$ cat config.mk
export PLATFORM = sky130hd
export DESIGN_NAME = fetch_skid_reg
export DESIGN_NICKNAME = d
export VERILOG_FILES = /design/src/rtl/riscv_pipe_pkg.sv /design/src/rtl/fetch_entry_reg.sv /design/src/rtl/fetch_skid_reg.sv
export SDC_FILE = /design/constraint.sdc
export NUM_CORES = 1
export LEC_CHECK = 0
export CORE_MARGIN = 5
export CORE_UTILIZATION = 43
export DETAILED_ROUTE_END_ITERATION = 10
export PLACE_DENSITY = 0.85
export RECOVER_POWER = 50
export SKIP_LAST_GASP = 1
export SYNTH_ARGS = -nofsm -noshare
export SYNTH_HDL_FRONTEND = slang
export SYNTH_HIERARCHICAL = 1
export SYNTH_SLANG_ARGS = --single-unit
$ cat constraint.sdc
create_clock -name clk -period 2.4 [get_ports clk]
set_clock_uncertainty 0.1 [all_clocks]
set_input_delay 0.48 -clock clk [delete_from_list [all_inputs] [get_ports clk]]
set_output_delay 0.48 -clock clk [all_outputs]
set_load 0.01 [all_outputs]
$ cat src/rtl/riscv_pipe_pkg.sv
// Shared fetch/decode pipeline definitions: NOP encoding, fetch-buffer
// state type and the packed fetch-entry layout.
package riscv_pipe_pkg;

    localparam int          XLEN = 32;
    localparam logic [31:0] NOP  = 32'h0000_0013;  // addi x0, x0, 0

    typedef enum logic [1:0] {
        EMPTY = 2'd0,   // no entry valid
        MAIN  = 2'd1,   // main entry valid, drives decode
        SKID  = 2'd2    // main and skid both valid, upstream blocked
    } fetch_state_t;

    typedef struct packed {
        logic [XLEN-1:0] instr;
        logic [XLEN-1:0] PC;
        logic [XLEN-1:0] PCPlus4;
    } fetch_entry_t;

endpackage

$ cat src/rtl/fetch_entry_reg.sv
// One fetch-buffer entry (instruction, PC, PC+4). Clear wins over load and
// returns the entry to the bubble pattern (NOP, zero PCs) so an empty slot
// never shows a stale instruction.
module fetch_entry_reg
    import riscv_pipe_pkg::*;
#(
    parameter int DATA_WIDTH = 32
) (
    input  logic                  clk,
    input  logic                  rst_n,
    input  logic                  load,
    input  logic                  clear,
    input  logic [DATA_WIDTH-1:0] instr_ld,
    input  logic [DATA_WIDTH-1:0] PC_ld,
    input  logic [DATA_WIDTH-1:0] PCPlus4_ld,
    output logic [DATA_WIDTH-1:0] instr,
    output logic [DATA_WIDTH-1:0] PC,
    output logic [DATA_WIDTH-1:0] PCPlus4
);

    localparam logic [DATA_WIDTH-1:0] NOP_W = DATA_WIDTH'(NOP);

    // Entry storage: reset/clear to bubble, otherwise capture on load.
    always_ff @(posedge clk or negedge rst_n) begin
        if (!rst_n) begin
            instr   <= NOP_W;
            PC      <= '0;
            PCPlus4 <= '0;
        end else if (clear) begin
            instr   <= NOP_W;
            PC      <= '0;
            PCPlus4 <= '0;
        end else if (load) begin
            instr   <= instr_ld;
            PC      <= PC_ld;
            PCPlus4 <= PCPlus4_ld;
        end
    end

endmodule

$ cat src/rtl/fetch_skid_reg.sv
// Fetch-to-decode pipeline register with optional skid entry.
// FETCH_SKID_EN defined: two entries (main + skid), ready_f is registered so
//   the icache never sees a combinational path from decode's stall.
// FETCH_SKID_EN undefined: single main entry, ready_f = !valid_d || en.
// valid_d is the FSM's "not EMPTY" decode, so it is a flop output; the main
// entry is cleared whenever it empties, keeping instr_d = NOP when invalid.
module fetch_skid_reg
    import riscv_pipe_pkg::*;
#(
    parameter int DATA_WIDTH = 32
) (
    input  logic                  clk,
    input  logic                  rst_n,
    input  logic                  flush,
    input  logic                  valid_f,
    input  logic [DATA_WIDTH-1:0] instr_f,
    input  logic [DATA_WIDTH-1:0] PC_f,
    input  logic [DATA_WIDTH-1:0] PCPlus4_f,
    output logic                  ready_f,
    input  logic                  en,
    output logic                  valid_d,
    output logic [DATA_WIDTH-1:0] instr_d,
    output logic [DATA_WIDTH-1:0] PC_d,
    output logic [DATA_WIDTH-1:0] PCPlus4_d
);

    fetch_state_t state, state_nxt;

    logic up;            // upstream transfer this cycle
    logic dn;            // downstream transfer this cycle
    logic main_load;
    logic main_clear;
    logic [DATA_WIDTH-1:0] main_instr_ld, main_PC_ld, main_PCPlus4_ld;

    assign valid_d = (state != EMPTY);
    assign up      = valid_f && ready_f;
    assign dn      = valid_d && en;

`ifdef FETCH_SKID_EN
    logic ready_q;
    logic skid_load;
    logic skid_clear;
    logic main_from_skid;
    logic [DATA_WIDTH-1:0] skid_instr, skid_PC, skid_PCPlus4;

    assign ready_f = ready_q;

    // State register; ready_f is precomputed from the next state so it is a
    // pure flop output that only falls when the skid entry fills.
    always_ff @(posedge clk or negedge rst_n) begin
        if (!rst_n) begin
            state   <= EMPTY;
            ready_q <= 1'b0;
        end else begin
            state   <= state_nxt;
            ready_q <= (state_nxt != SKID);
        end
    end

    assign main_instr_ld   = main_from_skid ? skid_instr   : instr_f;
    assign main_PC_ld      = main_from_skid ? skid_PC      : PC_f;
    assign main_PCPlus4_ld = main_from_skid ? skid_PCPlus4 : PCPlus4_f;
`else
    logic run_q;         // low until the first edge after reset release

    assign ready_f = run_q && (!valid_d || en);

    // State register plus out-of-reset flag that gates ready_f.
    always_ff @(posedge clk or negedge rst_n) begin
        if (!rst_n) begin
            state <= EMPTY;
            run_q <= 1'b0;
        end else begin
            state <= state_nxt;
            run_q <= 1'b1;
        end
    end

    assign main_instr_ld   = instr_f;
    assign main_PC_ld      = PC_f;
    assign main_PCPlus4_ld = PCPlus4_f;
`endif

    // Next-state: flush wins; otherwise track the number of held entries.
    always_comb begin
        state_nxt = state;
        if (flush) begin
            state_nxt = EMPTY;
        end else begin
            case (state)
                EMPTY: if (up) state_nxt = MAIN;
`ifdef FETCH_SKID_EN
                MAIN: begin
                    if (up && !dn)      state_nxt = SKID;
                    else if (dn && !up) state_nxt = EMPTY;
                end
                SKID: if (dn) state_nxt = MAIN;
`else
                MAIN: if (dn && !up) state_nxt = EMPTY;
`endif
                default: state_nxt = EMPTY;
            endcase
        end
    end

    // Entry control: flush discards everything including a concurrent fetch.
    always_comb begin
        main_load  = 1'b0;
        main_clear = 1'b0;
`ifdef FETCH_SKID_EN
        skid_load      = 1'b0;
        skid_clear     = 1'b0;
        main_from_skid = 1'b0;
`endif
        if (flush) begin
            main_clear = 1'b1;
`ifdef FETCH_SKID_EN
            skid_clear = 1'b1;
`endif
        end else begin
            case (state)
                EMPTY: main_load = up;
                MAIN: begin
                    if (up && dn) main_load  = 1'b1;
                    else if (dn)  main_clear = 1'b1;
`ifdef FETCH_SKID_EN
                    else if (up)  skid_load  = 1'b1;
`endif
                end
`ifdef FETCH_SKID_EN
                SKID: begin
                    if (dn) begin
                        main_load      = 1'b1;
                        main_from_skid = 1'b1;
                        skid_clear     = 1'b1;
                    end
                end
`endif
                default: ;
            endcase
        end
    end

    fetch_entry_reg #(.DATA_WIDTH(DATA_WIDTH)) u_main (
        .clk        (clk),
        .rst_n      (rst_n),
        .load       (main_load),
        .clear      (main_clear),
        .instr_ld   (main_instr_ld),
        .PC_ld      (main_PC_ld),
        .PCPlus4_ld (main_PCPlus4_ld),
        .instr      (instr_d),
        .PC         (PC_d),
        .PCPlus4    (PCPlus4_d)
    );

`ifdef FETCH_SKID_EN
    fetch_entry_reg #(.DATA_WIDTH(DATA_WIDTH)) u_skid (
        .clk        (clk),
        .rst_n      (rst_n),
        .load       (skid_load),
        .clear      (skid_clear),
        .instr_ld   (instr_f),
        .PC_ld      (PC_f),
        .PCPlus4_ld (PCPlus4_f),
        .instr      (skid_instr),
        .PC         (skid_PC),
        .PCPlus4    (skid_PCPlus4)
    );
`endif

endmodule
Word-level counts from Yosys, hierarchy flattened. Cells that the tools add are included.

Add/subtract/negate cells: 0. Multiply operators: 0. Divide/modulo/power cells: 0. $lt $le $gt $ge: 0. Eq/ne operators: 3. Shifts and indexed selects: 0. Multiplexer cells: 17. Bitwise operators: 0. Reductions and logical operators: 12.

Operator list (number): 32-bit two-way mux (6); 1-bit two-way mux (6); 2-bit two-way mux (3); 3-bit inequality test, second input constant (2); 1-bit logical AND (5); 2-bit one-hot mux with 2 select lines (1); 2-bit nonzero test (2); 2-bit by 1-bit == test with 1-bit output, second input constant (1); 1-bit zero test (2); 2-bit zero test (1); 1-bit one-hot mux with 2 select lines (1); 2-bit AND reduction (1); 1-bit logical OR (1).

Bits in registers: 99. Latch bits: 0. Bits in writable memories: 0. Memory bits (read-only): 0. Bits of input ports: 101. Output and inout bits: 98. Logic and storage cells: 37. Memories: 0.

Depth between registers and ports, before layout. Gate-level depths: netlist (run 1).

Depth after elaboration: 11. Gate-level depth with buffers: 7.

By module. Netlist (run 1), hierarchy kept.

Modules (own cells, without submodules): fetch_entry_reg (times used 1, cells each 310, area each 3917.5 um^2); fetch_skid_reg (times used 1, cells each 9, area each 102.6 um^2).

Least setup slack after synthesis (run 1). Ideal clock, no wire load.

Path kind: input to register. Start: input en. End: register u_main.PC[15]. Library setup time: 132 ps. Arrival: 1415 ps. Slack: 753 ps. Stages: 7. Path buffers: 3. Cells stage by stage: nand2b_4 -> and4b_1 -> buf_4 -> buf_8 -> buf_12 -> mux2i_1 -> nor2_1.

Word-level cells in the longest chain between the ends: 8.

Ends and longest elaborated chain: start: declaration (RTL line fetch_skid_reg.sv:20) `input logic en,`; 1-bit logical OR (RTL line fetch_skid_reg.sv:66) `assign ready_f = run_q && (!valid_d || en);`; 1-bit logical AND (RTL line fetch_skid_reg.sv:66); 1-bit logical AND (RTL line fetch_skid_reg.sv:36) `assign up = valid_f && ready_f;`; 1-bit logical AND (RTL line fetch_skid_reg.sv:124) `if (up && dn) main_load = 1'b1;`; 1-bit two-way mux (RTL line fetch_skid_reg.sv:124); 1-bit one-hot mux with 2 select lines * (RTL line fetch_skid_reg.sv:121) `case (state)`; 1-bit two-way mux * (RTL line fetch_skid_reg.sv:115) `if (flush) begin`; net main_load (RTL line fetch_skid_reg.sv:31) `logic main_load;`; 2-bit nonzero test (no line) *; end signal: assignment (RTL line fetch_entry_reg.sv:35) `PC <= PC_ld;`; end: declaration (RTL line fetch_entry_reg.sv:17) `output logic [DATA_WIDTH-1:0] PC,`.

The timed path passes the listed nets; every way through them passes the cells marked *. A chain may end at the register's enable or synchronous reset.

Worst setup path in the final report (run 1).
Start: input en. End: output ready_f.

Word-level cells in the longest chain between the ends: 2.

Ends and longest elaborated chain: 1-bit logical OR (RTL line fetch_skid_reg.sv:66); 1-bit logical AND (RTL line fetch_skid_reg.sv:66); end: declaration (RTL line fetch_skid_reg.sv:19) `output logic ready_f,`.

Every way passes these cells.

==> impl_metrics.ini, run 1 <==
[finish]
layout.nets = 615
fillers = 723
n_antenna_cell = 0
drive_above_1_share = 0.0539
areaGrowthSynthToFinish_pct = 55.5

[die]
core-area_sq_mm = 0.00920
dieArea_sq_mm = 0.0114
die_w_um = 107
ioPinCount = 199
die_h_um = 107
rows = 35
initial_core_util = 0.437

[timing]
setup_tns_ns = 0
setup_violations = 0
final_hold_viol_count = 0
maxSlewHeadroom = 0.328
rsz0062_at_grt = no
tightest_slew_ns = 1.01
post-route-period-util = 0.977
setup_slack_ns = 0.0546
period_minus_slack_ns = 2.35
max_freq_ghz = 0.426
drv_slew = 0

[critical_path]
crit_path_max_fanout = 3
r2r_start = run_q
cp-end-kind = output pin
path_class = in2out
crit_arrival_ns = 1.77
crit_end = ready_f
r2r_cells = 4
crit_start = en
timing.rr.end = u_main/PCPlus4[26]
start_kind = input port
rrSetupSlack_ns = 0.65
cp.required_ns = 1.82

[clocking]
cts_setup_buffers = 0
clk-insertion-delay-late_ns = 0.33
clk_pin_slew_worst_paths_ns = 0.10
cts.sinks = 98
cts_buffers = 9
clockBufferDepth = 2
cts-htree-levels = 3
cts_tree = yes
cts_root_buf = clkbuf_8
cts_resized = 0
postCtsHoldBufs = 0

[worst_hold_path]
hp-class = in2async

[detailed_routing]
routedWlPerCell_um = 17.0
wl_um = 10700
via_count = 3066
drc = 0
drt-vias-per-instance = 4.87
first_pass_iters = 4
final_antenna_net_count = 0
drtIter0Drc = 64

[global_routing]
first_global_vias = 3406
grt_antenna_before_repair = 0
overflow = 0
grt_pass1_wl_um = 17100
grt_max_degree = 53
track_usage = 0.188

[placed_design]
portBuffers = 198
place.gp.congestion = 0.707
dp_slack_ns = 0.0576
dp_hpwl_um = 7860

[synthesis]
yosys.area_share.simple = 0.100
syn_nets = 420
synth_area_leaders = dfrtp_1 59%, mux2i_1 23%, nor2_1 8.7%
synth_compound_area_frac = 0.00996
synth_top_family_by_area = multiplexers
synth_area_sq_mm = 0.00402
syn_inst = 319
synth_xor_area_frac = 0
synthAdderAreaFrac = 0
synth_area_per_cell_sq_um = 12.6
yosysSeqAreaShare = 0.611
synth_seq_cells = 98
ys_types = 18
synth_mux_area_frac = 0.232
synth_top_area_share = 0.591
synth.largest_area_cell = dfrtp_1
yosysWarnings = 6

[status]
status = finished, final reports clean

[run]
drv_cap = 0

[pwr]
p_leak_nw = 2.75
cellPowerDensity_mw_per_mm2 = 534
ir_drop_mv = 0.357
finalPower_mw = 3.34
-- cell usage after synthesis --
| master | number |
|---|---|
| nor2_1 | 93 |
| buf_2 | 1 |
| mux2i_1 | 93 |
| buf_4 | 7 |
| nor2b_1 | 3 |
| dfstp_2 | 3 |
| and4b_1 | 1 |
| a211o_1 | 3 |
| buf_12 | 4 |
| nand2_1 | 1 |
| buf_8 | 1 |
| dfrtp_1 | 95 |
| clkbuf_1 | 9 |
| a31o_1 | 1 |
| a21oi_1 | 1 |
| conb_1 | 1 |
| and2_2 | 1 |
| nand2b_4 | 1 |
-- cell type report --
type	instances	area, sq um	share of cell area
clock buffer	12	155	0.0248
sequential	98	2460	0.393
clock inverter	4	51.3	0.00820
tap	111	139	0.0222
multi-input combinational	199	1390	0.222
timing repair buffer	206	2060	0.330
-- layer usage --
metal | wire, um | vias up | GRT usage
met5 | 0 | - | 0
met4 | 209 | 0 | 0.0648
met3 | 1050 | 16 | 0.0722
met2 | 5270 | 139 | 0.316
met1 | 4170 | 1470 | 0.221
li1 | - | 1441 | -
-- worst min path at each step --
| stage | slack [ns] | startpoint | to |
|---|---|---|---|
| 5_1_grt | 0.27 | rst_n | u_main/instr[18] |
| 3_5_place_dp | 0.40 | rst_n | u_main/instr[17] |
| 3_3_place_gp | 0.40 | rst_n | u_main/instr[17] |
| 2_1_floorplan | 0.08 | rst_n | run_q |
| 6_report | 0.18 | rst_n | u_main/instr[18] |
| 4_1_cts | 0.02 | rst_n | u_main/instr[17] |
-- flip-flops by register name (all words and copies together), names as in the netlist --
name            flops
u_main/PCPlus4     32
u_main/PC          32
run_q               1
state               1
u_main/instr       32
-- critical path, stage by stage --
cell and delay (ns):
clkdlybuf4s50_1 0.49, nand2b_4 0.14, and2_2 0.13, clkdlybuf4s50_1 0.53
-- power breakdown --
| part | internal [mW] | total, mW | leakage, nW | switching (mW) |
|---|---|---|---|---|
| Combinational | 0.302 | 0.512 | 1.31 | 0.210 |
| Clock | 0.541 | 1.09 | 0.103 | 0.550 |
| Sequential | 1.70 | 1.73 | 1.34 | 0.0293 |
| Total | 2.55 | 3.34 | 2.75 | 0.789 |
-- cell families after synthesis --
logic type	Yosys count
AND/OR/NAND/NOR	100
flip-flops	98
multiplexers	93
buffers and inverters	22
AO/OA/AOI/OAI	5
other	1
-- stage by stage --
stage               utilization  cells  area [sq um]  hold WS, ns
CTS                       0.683    630          6280       0.0153
detailed placement        0.661    614          6070        0.402
floorplan                     -    319          4020       0.0844
finish                    0.680    630          6250        0.184
global placement          0.661    614          6070        0.397
global route              0.680    630          6250        0.268
-- cell usage in the layout (no fill, tap or decap), types with 3 or more instances in the layout --
cell type | netlist | final
dlygate4sd3_1 | 0 | 41
clkbuf_8 | 0 | 11
buf_12 | 4 | 3
nor2b_1 | 3 | 3
a211o_1 | 3 | 3
mux2i_1 | 93 | 93
clkbuf_1 | 9 | 4
dfrtp_1 | 95 | 95
nor2_1 | 93 | 93
clkdlybuf4s50_1 | 0 | 156
dfstp_2 | 3 | 3
Power figures use the tool's default switching activity.
==> inputs of run 2 (changes only) <==
--- a/config.mk
+++ b/config.mk
@@ -6,9 +6,10 @@
 export NUM_CORES = 1
 export LEC_CHECK = 0
 export CORE_MARGIN = 5
-export CORE_UTILIZATION = 43
+export CORE_UTILIZATION = 45
+export CTS_BUF_LIST = sky130_fd_sc_hd__clkbuf_8
 export DETAILED_ROUTE_END_ITERATION = 10
-export PLACE_DENSITY = 0.85
+export PLACE_DENSITY = 0.88
 export RECOVER_POWER = 50
 export SKIP_LAST_GASP = 1
 export SYNTH_ARGS = -nofsm -noshare
==> run 2 against run 1 <==
- via count up 0.98%
- cell area up 0.50%
- combinational power up 2%
- worst setup slack better by 0.16 ns
- critical path type is now in2reg
- largest power group unchanged
- highest routed layer unchanged
==> impl_metrics.ini, run 2 (synthesized netlist as in run 1, its figures left out) <==
[critical_path]
crit_start = en
crit_arrival_ns = 2.32
slowest_delay_ns = 0.49
start_kind = input port
r2r_cells = 5
path_cells = clkdlybuf4s50_1 -> nand2b_1 -> and4b_1 -> clkbuf_1 -> mux2i_1 -> nor2_1
cp_slowest_cell = clkdlybuf4s50_1
cp.required_ns = 2.53
crit_end = u_main/PCPlus4[4]
r2r_start = state[0]
timing.rr.end = u_main/PCPlus4[4]
path_class = in2reg
cp-end-kind = flip-flop
rrSetupSlack_ns = 0.48
crit_path_max_fanout = 6

[detailed_routing]
dr.max_layer_used = met4
first_pass_iters = 4
via_count = 3096
met3_length_um = 1260
drt-vias-per-instance = 4.92
routedWlPerCell_um = 17.1
wl_met2_um = 5240
wl_met1_um = 4050
drc = 0
wl_um = 10700
final_antenna_net_count = 0
drtIter0Drc = 88

[timing]
final_hold_viol_count = 0
setup_violations = 0
drv_slew = 0
tightest_slew_ns = 0.813
setup_tns_ns = 0
maxSlewHeadroom = 0.458
rsz0062_at_grt = no
setup_slack_ns = 0.213
post-route-period-util = 0.911
max_freq_ghz = 0.457
whs_ns = 0.418
period_minus_slack_ns = 2.19

[die]
rows = 34
initial_core_util = 0.461
die_h_um = 105
core-area_sq_mm = 0.00872
ioPinCount = 199
die_w_um = 105
dieArea_sq_mm = 0.0109

[clocking]
cts.sinks = 98
clk_pin_slew_worst_paths_ns = 0.09
clk-insertion-delay-late_ns = 0.33
cts_root_buf = clkbuf_8
cts_tree = yes
clockBufferDepth = 2
cts-htree-levels = 3
cts_buffers = 9

[placed_design]
dp_slack_ns = 0.0240
placed_cell_area_sq_mm = 0.00609
portBuffers = 198
dp_hpwl_um = 8320
dp_cells = 612
place.gp.congestion = 0.781

[global_routing]
grt_pass1_wl_um = 17700
first_global_vias = 3443
grt_antenna_before_repair = 0
track_usage = 0.198
overflow = 0
grt_max_degree = 49

[finish]
largestRegisters = u_main/PCPlus4 (32), u_main/PC (32), u_main/instr (32)
areaGrowthSynthToFinish_pct = 56.3
final_cell_area_sq_mm = 0.00628
mostFrequentLayoutCells = 168 x clkdlybuf4s50_1, 95 x dfrtp_1, 93 x mux2i_1, 93 x nor2_1, 29 x dlygate4sd3_1
drive_above_1_share = 0.0576
post-route-util = 0.721
final_common_cell = clkdlybuf4s50_1
n_antenna_cell = 0
layout.nets = 617
fin_cells = 629

[status]
status = finished, final reports clean

[worst_hold_path]
hp-class = reg2reg

[pwr]
ir_drop_mv = 0.337
finalPower_mw = 3.27
p_leak_nw = 2.74
cellPowerDensity_mw_per_mm2 = 520

[run]
drv_cap = 0
## run 2: cell count changes in the layout (fill, tap and decap cells not counted), moves of 2 or more
cell	previous run	this run
buf_12	3	5
clkdlybuf4s50_1	156	168
clkbuf_1	4	1
clkbuf_8	11	13
dlygate4sd3_1	41	29
## run 2: what timing repair did
action	in CTS	in global routing
gates resized for setup	0	1
hold buffers	1	0
setup buffers	0	0
endpoints found under the hold margin	31	0
endpoints found under the setup margin	0	1
## run 2: power by group
| group | leakage [nW] | internal (mW) | switching, mW |
|---|---|---|---|
| Combinational | 1.30 | 0.311 | 0.213 |
| Sequential | 1.34 | 1.70 | 0.0295 |
| Clock | 0.102 | 0.491 | 0.519 |
| Total | 2.74 | 2.51 | 0.761 |
## run 2: worst min path at each step
stage                           from                to  slack, ns  cells after the start
CTS                 u_main/instr[11]  u_main/instr[11]       0.43                      2
global placement               rst_n      u_main/PC[8]       0.35                      1
floorplan                      rst_n             run_q       0.08                      0
global route        u_main/instr[18]  u_main/instr[18]       0.45                      2
finish              u_main/instr[11]  u_main/instr[11]       0.42                      2
detailed placement             rst_n      u_main/PC[8]       0.35                      1
## run 2: worst max-delay path, delay by kind of cell
| kind | cells | cell delay (ns) |
|---|---|---|
| buf+inv | 2 | 0.88 |
| mux | 1 | 0.28 |
| simple gates | 3 | 0.67 |
## run 2: routing by layer
layer	vias to the layer above	global-route usage
li1	1448	-
met1	1493	0.223
met2	141	0.330
met3	14	0.103
met4	0	0.0537
met5	-	0
## run 2: cell type report
| class | count | area (sq um) |
|---|---|---|
| Clock buffer | 13 | 179 |
| Clock inverter | 3 | 21.3 |
| Fill cell | 592 | 2440 |
| Multi-Input combinational cell | 199 | 1380 |
| Sequential cell | 98 | 2460 |
| Tap cell | 108 | 135 |
| Timing Repair Buffer | 208 | 2110 |
